===== config.mk =====
export PLATFORM = sky130hd
export DESIGN_NAME = axi_wsel_tracker
export DESIGN_NICKNAME = d
export VERILOG_FILES = /design/src/rtl/axi_ic_pkg.sv /design/src/rtl/axi_sel_fifo.sv /design/src/rtl/axi_wsel_tracker.sv
export SDC_FILE = /design/constraint.sdc
export NUM_CORES = 1
export LEC_CHECK = 0
export ABC_AREA = 1
export CORE_ASPECT_RATIO = 0.6
export CORE_MARGIN = 4
export CORE_UTILIZATION = 25
export DETAILED_ROUTE_END_ITERATION = 6
export DONT_BUFFER_PORTS = 1
export PLACE_DENSITY = 0.39
export SKIP_CTS_REPAIR_TIMING = 1
export SYNTH_ARGS = -nofsm -noshare
export SYNTH_HDL_FRONTEND = slang
export SYNTH_HIERARCHICAL = 1
export SYNTH_SLANG_ARGS = --single-unit
export TNS_END_PERCENT = 1

===== constraint.sdc =====
create_clock -name clk_i -period 3.5 [get_ports clk_i]
set_clock_uncertainty 0.2 [all_clocks]
set_input_delay 0.7 -clock clk_i [delete_from_list [all_inputs] [get_ports clk_i]]
set_output_delay 0.7 -clock clk_i [all_outputs]
set_load 0.005 [all_outputs]

===== src/rtl/axi_ic_pkg.sv =====
// ============================================================================
// Module      : axi_ic_pkg
// Description : Shared interconnect constants and the W-select queue entry.
// Revision    : 1.0 - initial release
// ============================================================================
`default_nettype none

package axi_ic_pkg;

    localparam logic [3:0]  SEL_NONE   = 4'hF;
    localparam int unsigned NUM_SLV    = 4;

    localparam logic [3:0]  SLV0       = 4'd0;
    localparam logic [3:0]  SLV1       = 4'd1;
    localparam logic [3:0]  SLV2       = 4'd2;
    localparam logic [3:0]  SLV3       = 4'd3;

    // AXI4 AWLEN width carried in each queued entry.
    localparam int unsigned WSEL_LEN_W = 8;

    typedef struct packed {
        logic [3:0]            sel;
        logic                  unmapped;
        logic [WSEL_LEN_W-1:0] len;
    } wsel_entry_t;

endpackage

`default_nettype wire


===== src/rtl/axi_sel_fifo.sv =====
// ============================================================================
// Module      : axi_sel_fifo
// Description : Generic synchronous FIFO with count-based full/empty flags.
// Revision    : 1.0 - initial release
// ============================================================================
`default_nettype none

module axi_sel_fifo #(
    parameter int unsigned DEPTH   = 4,
    parameter type         ENTRY_T = logic [7:0]
) (
    input  logic                         clk_i,
    input  logic                         rst_i,
    input  logic                         push_i,
    input  ENTRY_T                       push_data_i,
    input  logic                         pop_i,
    output ENTRY_T                       head_o,
    output logic [$clog2(DEPTH+1)-1:0]   count_o,
    output logic                         full_o,
    output logic                         empty_o
);

    localparam int unsigned           c_PTR_W = $clog2(DEPTH);
    localparam int unsigned           c_CNT_W = $clog2(DEPTH+1);
    localparam logic [c_CNT_W-1:0]    c_FULL  = c_CNT_W'(DEPTH);

    ENTRY_T               r_mem [DEPTH];
    logic [c_PTR_W-1:0]   r_wr_ptr;
    logic [c_PTR_W-1:0]   r_rd_ptr;
    logic [c_CNT_W-1:0]   r_count;
    logic                 w_push;
    logic                 w_pop;

    // Flags come only from the registered count; pointers wrap naturally (DEPTH is a power of 2).
    assign full_o  = (r_count == c_FULL);
    assign empty_o = (r_count == '0);
    assign count_o = r_count;
    assign head_o  = r_mem[r_rd_ptr];

    assign w_push  = push_i & ~full_o;
    assign w_pop   = pop_i & ~empty_o;

    always_ff @(posedge clk_i) begin
        if (w_push) begin
            r_mem[r_wr_ptr] <= push_data_i;
        end
    end

    always_ff @(posedge clk_i or posedge rst_i) begin
        if (rst_i) begin
            r_wr_ptr <= '0;
            r_rd_ptr <= '0;
            r_count  <= '0;
        end else begin
            if (w_push) begin
                r_wr_ptr <= r_wr_ptr + 1'b1;
            end
            if (w_pop) begin
                r_rd_ptr <= r_rd_ptr + 1'b1;
            end
            case ({w_push, w_pop})
                2'b10:   r_count <= r_count + 1'b1;
                2'b01:   r_count <= r_count - 1'b1;
                default: r_count <= r_count;
            endcase
        end
    end

endmodule

`default_nettype wire


===== src/rtl/axi_wsel_tracker.sv =====
// ============================================================================
// Module      : axi_wsel_tracker
// Description : Queues AW slave selects in order and steers W beats to the W mux.
// Revision    : 1.0 - initial release
// ============================================================================
`default_nettype none

module axi_wsel_tracker
    import axi_ic_pkg::*;
#(
    parameter int unsigned ADDR_W = 32,
    parameter int unsigned DEPTH  = 4,
    parameter int unsigned LEN_W  = 8
) (
    input  logic                         clk_i,
    input  logic                         rst_i,
    input  logic                         m_awvalid_i,
    input  logic [ADDR_W-1:0]            m_awaddr_i,
    input  logic [LEN_W-1:0]             m_awlen_i,
    output logic                         m_awready_o,
    output logic                         s_awvalid_o,
    input  logic                         s_awready_i,
    input  logic                         m_wvalid_i,
    input  logic                         m_wlast_i,
    output logic                         m_wready_o,
    output logic                         wvalid_o,
    input  logic                         wready_i,
    output logic [3:0]                   s_wsel_o,
    output logic [$clog2(DEPTH+1)-1:0]   outstanding_o,
    output logic                         len_err_o
);

    wsel_entry_t          w_push_entry;
    wsel_entry_t          w_head;
    logic [3:0]           w_addr_sel;
    logic                 w_full;
    logic                 w_empty;
    logic                 w_aw_fire;
    logic                 w_w_fire;
    logic                 w_pop;
    logic                 w_at_len;
    logic                 w_len_err;
    logic                 w_unused_addr;

    logic [LEN_W-1:0]     r_beat_cnt;
    logic                 r_len_flagged;
    logic                 r_len_err;

    assign m_awready_o   = s_awready_i & ~w_full;
    assign s_awvalid_o   = m_awvalid_i & ~w_full;
    assign w_aw_fire     = s_awvalid_o & s_awready_i;
    assign w_unused_addr = ^m_awaddr_i[ADDR_W-5:0];

    always_comb begin
        w_addr_sel         = m_awaddr_i[ADDR_W-1 -: 4];
        w_push_entry.len   = m_awlen_i;
        w_push_entry.sel   = SEL_NONE;
        w_push_entry.unmapped = 1'b1;
        if (w_addr_sel < 4'(NUM_SLV)) begin
            w_push_entry.sel      = w_addr_sel;
            w_push_entry.unmapped = 1'b0;
        end
    end

    axi_sel_fifo #(
        .DEPTH   (DEPTH),
        .ENTRY_T (wsel_entry_t)
    ) u_sel_fifo (
        .clk_i       (clk_i),
        .rst_i       (rst_i),
        .push_i      (w_aw_fire),
        .push_data_i (w_push_entry),
        .pop_i       (w_pop),
        .head_o      (w_head),
        .count_o     (outstanding_o),
        .full_o      (w_full),
        .empty_o     (w_empty)
    );

    // W is only released by a queued head, so data can never overtake its AW.
    always_comb begin
        s_wsel_o   = SEL_NONE;
        wvalid_o   = 1'b0;
        m_wready_o = 1'b0;
        if (!w_empty) begin
            s_wsel_o = w_head.sel;
            if (w_head.unmapped) begin
                m_wready_o = 1'b1;
            end else begin
                wvalid_o   = m_wvalid_i;
                m_wready_o = wready_i;
            end
        end
    end

    assign w_w_fire  = m_wvalid_i & m_wready_o;
    assign w_pop     = w_w_fire & m_wlast_i;
    assign w_at_len  = (r_beat_cnt == w_head.len);
    // A missing WLAST is reported once; the counter then parks at len until WLAST arrives.
    assign w_len_err = w_w_fire & ((m_wlast_i & ~w_at_len) |
                                   (~m_wlast_i & w_at_len & ~r_len_flagged));

    always_ff @(posedge clk_i or posedge rst_i) begin
        if (rst_i) begin
            r_beat_cnt    <= '0;
            r_len_flagged <= 1'b0;
            r_len_err     <= 1'b0;
        end else begin
            r_len_err <= w_len_err;
            if (w_pop) begin
                r_beat_cnt    <= '0;
                r_len_flagged <= 1'b0;
            end else if (w_w_fire) begin
                if (!w_at_len) begin
                    r_beat_cnt <= r_beat_cnt + 1'b1;
                end else begin
                    r_len_flagged <= 1'b1;
                end
            end
        end
    end

    assign len_err_o = r_len_err;

endmodule

`default_nettype wire

==> impl_metrics.yaml <==
run_status:
  outcome: "finished clean"
yosys:
  synth_compound_area_frac: 0.0711
  syn_inst: 361
  synth_cell_types: 28
  synth_seq_area_share: 0.573
  synth_area_sq_um: 3470
  yosysWarningCount: 6
  yosys.area_share.simple: 0.207
  synth_top_family_by_area: "simple AND/OR/NAND/NOR gates"
  muxShareOfSynthArea: 0
  avgSynthCellArea_sq_um: 9.61
  synth_fa_ha_area_frac: 0.0274
  ys_ff_latch: 69
  synth_nets: 415
  synth-xor-area-share: 0.0152
clock_tree:
  cts_tree: "done"
  root_buffer: "clkbuf_16"
  clk_latency_ns: 0.33
  path_clk_slew_ns: 0.06
  cts_buffer_depth: 2
  htree_num_levels: 3
  cts_made_buffers: 9
  clock-sinks: 69
timing:
  holdWs_ns: 0.0494
  setup_viol: 0
  relSlewSlack: 0.697
  fin_crit_ns: 2.76
  worst_pin_slew_ns: 0.454
  hold_viol_final: 0
  tns_ns: 0
  grt_setup_unrepaired: "false"
  fmax_mhz: 363
  finalCritPeriodShare: 0.787
  slew_violations: 0
detailed_routing:
  vias_per_cell: 4.13
  wl_per_cell_microns: 13.2
  drtIter0Drc: 84
  drc: 0
  drtAntennaViolNets: 0
  wl_microns: 7300
  first_pass_iters: 4
  vias: 2289
floorplanning:
  pin_count: 59
  start_util: 0.255
  die_w_microns: 160
  die_area_sq_um: 15900
  die_y_microns: 99.2
  rows: 33
  core_sq_um: 13600
grt:
  grt_max_degree: 42
  grt_pass1_wl_microns: 11800
  grt_usage: 0.0979
  antenna_found_initial: 0
  grt_pass1_vias: 2191
  grt_overflow: 0
setup_path:
  cp-start-kind: "flop"
  cp_data_required_time_ns: 2.60
  cp_max_fo: 41
  critical_path_class: "reg2out"
  critPathBufInv: 2
  path_cells: "inv_2 > buf_4 > nand2_1 > o211ai_1 > nand2_1 > or2_1"
  cp-end-kind: "primary output"
  cpPeakStageDelay_ns: 0.42
  cpMostUsedCell: "nand2_1"
  cp_slowest_cell: "buf_4"
  worst_path_dominant_cell_family: "buffers and inverters"
  cp_data_arrival_time_ns: 1.86
finish:
  nFillCells: 1441
  area_growth_pct: 15.1
  drive_above_1_share: 0.108
  nets: 428
  regArea_sq_um: 1990
  multi_input_area_sq_um: 1110
  antennaDiodeCount: 0
  finish.utilization: 0.293
power_and_ir_drop:
  power.leakage_nw: 1.79
  powerDensity_nw_per_um2: 766
  fin_total_pwr_mw: 3.06
  peakVddDrop_mv: 0.280
place:
  hpwlAfterDp_microns: 5180
  port_buffers: 0
  gp_congestion: 0.737
flow_run:
  drv_cap: 0
hold_path:
  hp-class: "in2async"
[per-stage QoR]
stage	cell area, sq um	setup WS, ns	cells
after floorplan	3470	0.966	361
final	3990	0.744	554
after CTS	3980	0.679	553
after global routing	3990	0.472	554
after detailed placement	3670	0.694	537
after global placement	3670	0.699	537
[final timing paths]
check	startpoint	to	slack, ns	depth (start not counted)
setup reg to reg	u_sel_fifo/r_rd_ptr[0]	u_sel_fifo/count_o[2]	0.75	16
setup / recovery	u_sel_fifo/r_rd_ptr[0]	s_wsel_o[3]	0.74	6
hold reg to reg	r_len_flagged	len_err_o	0.31	3
min in group clk_i	m_awlen_i[6]	u_sel_fifo/r_mem[0][6]	0.26	0
hold / removal	rst_i	r_beat_cnt[5]	0.05	1
max in group asynchronous	rst_i	u_sel_fifo/r_rd_ptr[0]	2.30	2
[cells by family (layout without fill, tap and decap cells)]
family | count (synthesis) | count (layout)
AOI/OAI and AO/OA | 32 | 32
xor gates and xnor gates | 6 | 6
and+or+nand+nor | 163 | 163
buffers and inverters | 84 | 102
adders and majority gates | 7 | 7
DFF | 69 | 69
[area by class of cell]
class | instances | share of cell area
sequential | 69 | 0.498
multi-input combinational | 208 | 0.279
inverter | 76 | 0.0721
clock buffer | 10 | 0.0574
tap | 175 | 0.0549
clock inverter | 6 | 0.0194
timing repair buffer | 10 | 0.0194
[sequential cells by signal (all words and copies together), names as in the netlist]
name / count
r_beat_cnt: 8
r_len_flagged: 1
len_err_o: 1
u_sel_fifo/r_rd_ptr: 2
u_sel_fifo/r_mem: 52
u_sel_fifo/r_wr_ptr: 2
u_sel_fifo/count_o: 3
[worst reg2reg max path, stage by stage, from the launching register on]
cell and delay, ns:
dfrtp_1 0.41, inv_2 0.20, o211ai_1 0.13, nand2_1 0.14
inv_1 0.09, a21oi_4 0.13, nand2_1 0.13, inv_1 0.18
nand2_1 0.10, inv_1 0.07, ha_1 0.15, inv_1 0.06
fa_1 0.38, nand2_1 0.10, nand3_1 0.07, nand2_1 0.06
nand2_1 0.05
[where the power goes]
part	switching, mW	total, mW	leakage (nW)	internal, mW
registers	0.0844	1.09	0.687	1.01
clock network	0.326	0.942	0.151	0.616
logic	0.685	1.03	0.948	0.341
total	1.10	3.06	1.79	1.96
[cell usage in the layout, fill, tap and decap left out, types with 2 or more instances in the layout]
| cell type | count |
|---|---|
| inv_2 | 5 |
| clkinv_1 | 2 |
| o211ai_1 | 24 |
| nor2_4 | 2 |
| clkinv_2 | 4 |
| ha_1 | 6 |
| a21oi_1 | 3 |
| nand2_2 | 4 |
| inv_1 | 69 |
| nor2_1 | 16 |
| nand2_1 | 109 |
| bufinv_16 | 2 |
| or2_1 | 6 |
| xor2_1 | 4 |
| o211ai_2 | 2 |
| clkbuf_16 | 9 |
| nand2_4 | 2 |
| edfxtp_1 | 52 |
| dfrtp_1 | 17 |
| xnor2_1 | 2 |
| nand3_1 | 14 |
| buf_4 | 9 |
| nand4_1 | 8 |
[layer usage]
metal  global-route usage  share of wire  vias to the layer above
met5                    0              0                        -
li1                     -              -                     1181
met3               0.0518          0.069                        3
met2                0.144           0.42                       27
met4               0.0198         0.0045                        0
met1                0.129           0.51                     1078
[synth_stat cells, drive strengths merged]
master	instances	area, sq um
a21oi	4	31.3
buf	8	80.1
clkinv	2	10.0
dfrtp	17	425
edfxtp	52	1560
fa	1	20.0
ha	6	75.1
inv	74	278
nand2	115	457
nand3	15	87.6
nand4	8	50.1
nor2	18	82.6
nor3	1	5.00
o211ai	26	205
o21ai	2	10.0
or2	6	37.5
xnor2	2	17.5
xor2	4	35.0
Note: power is estimated with default switching activity, not from simulation.
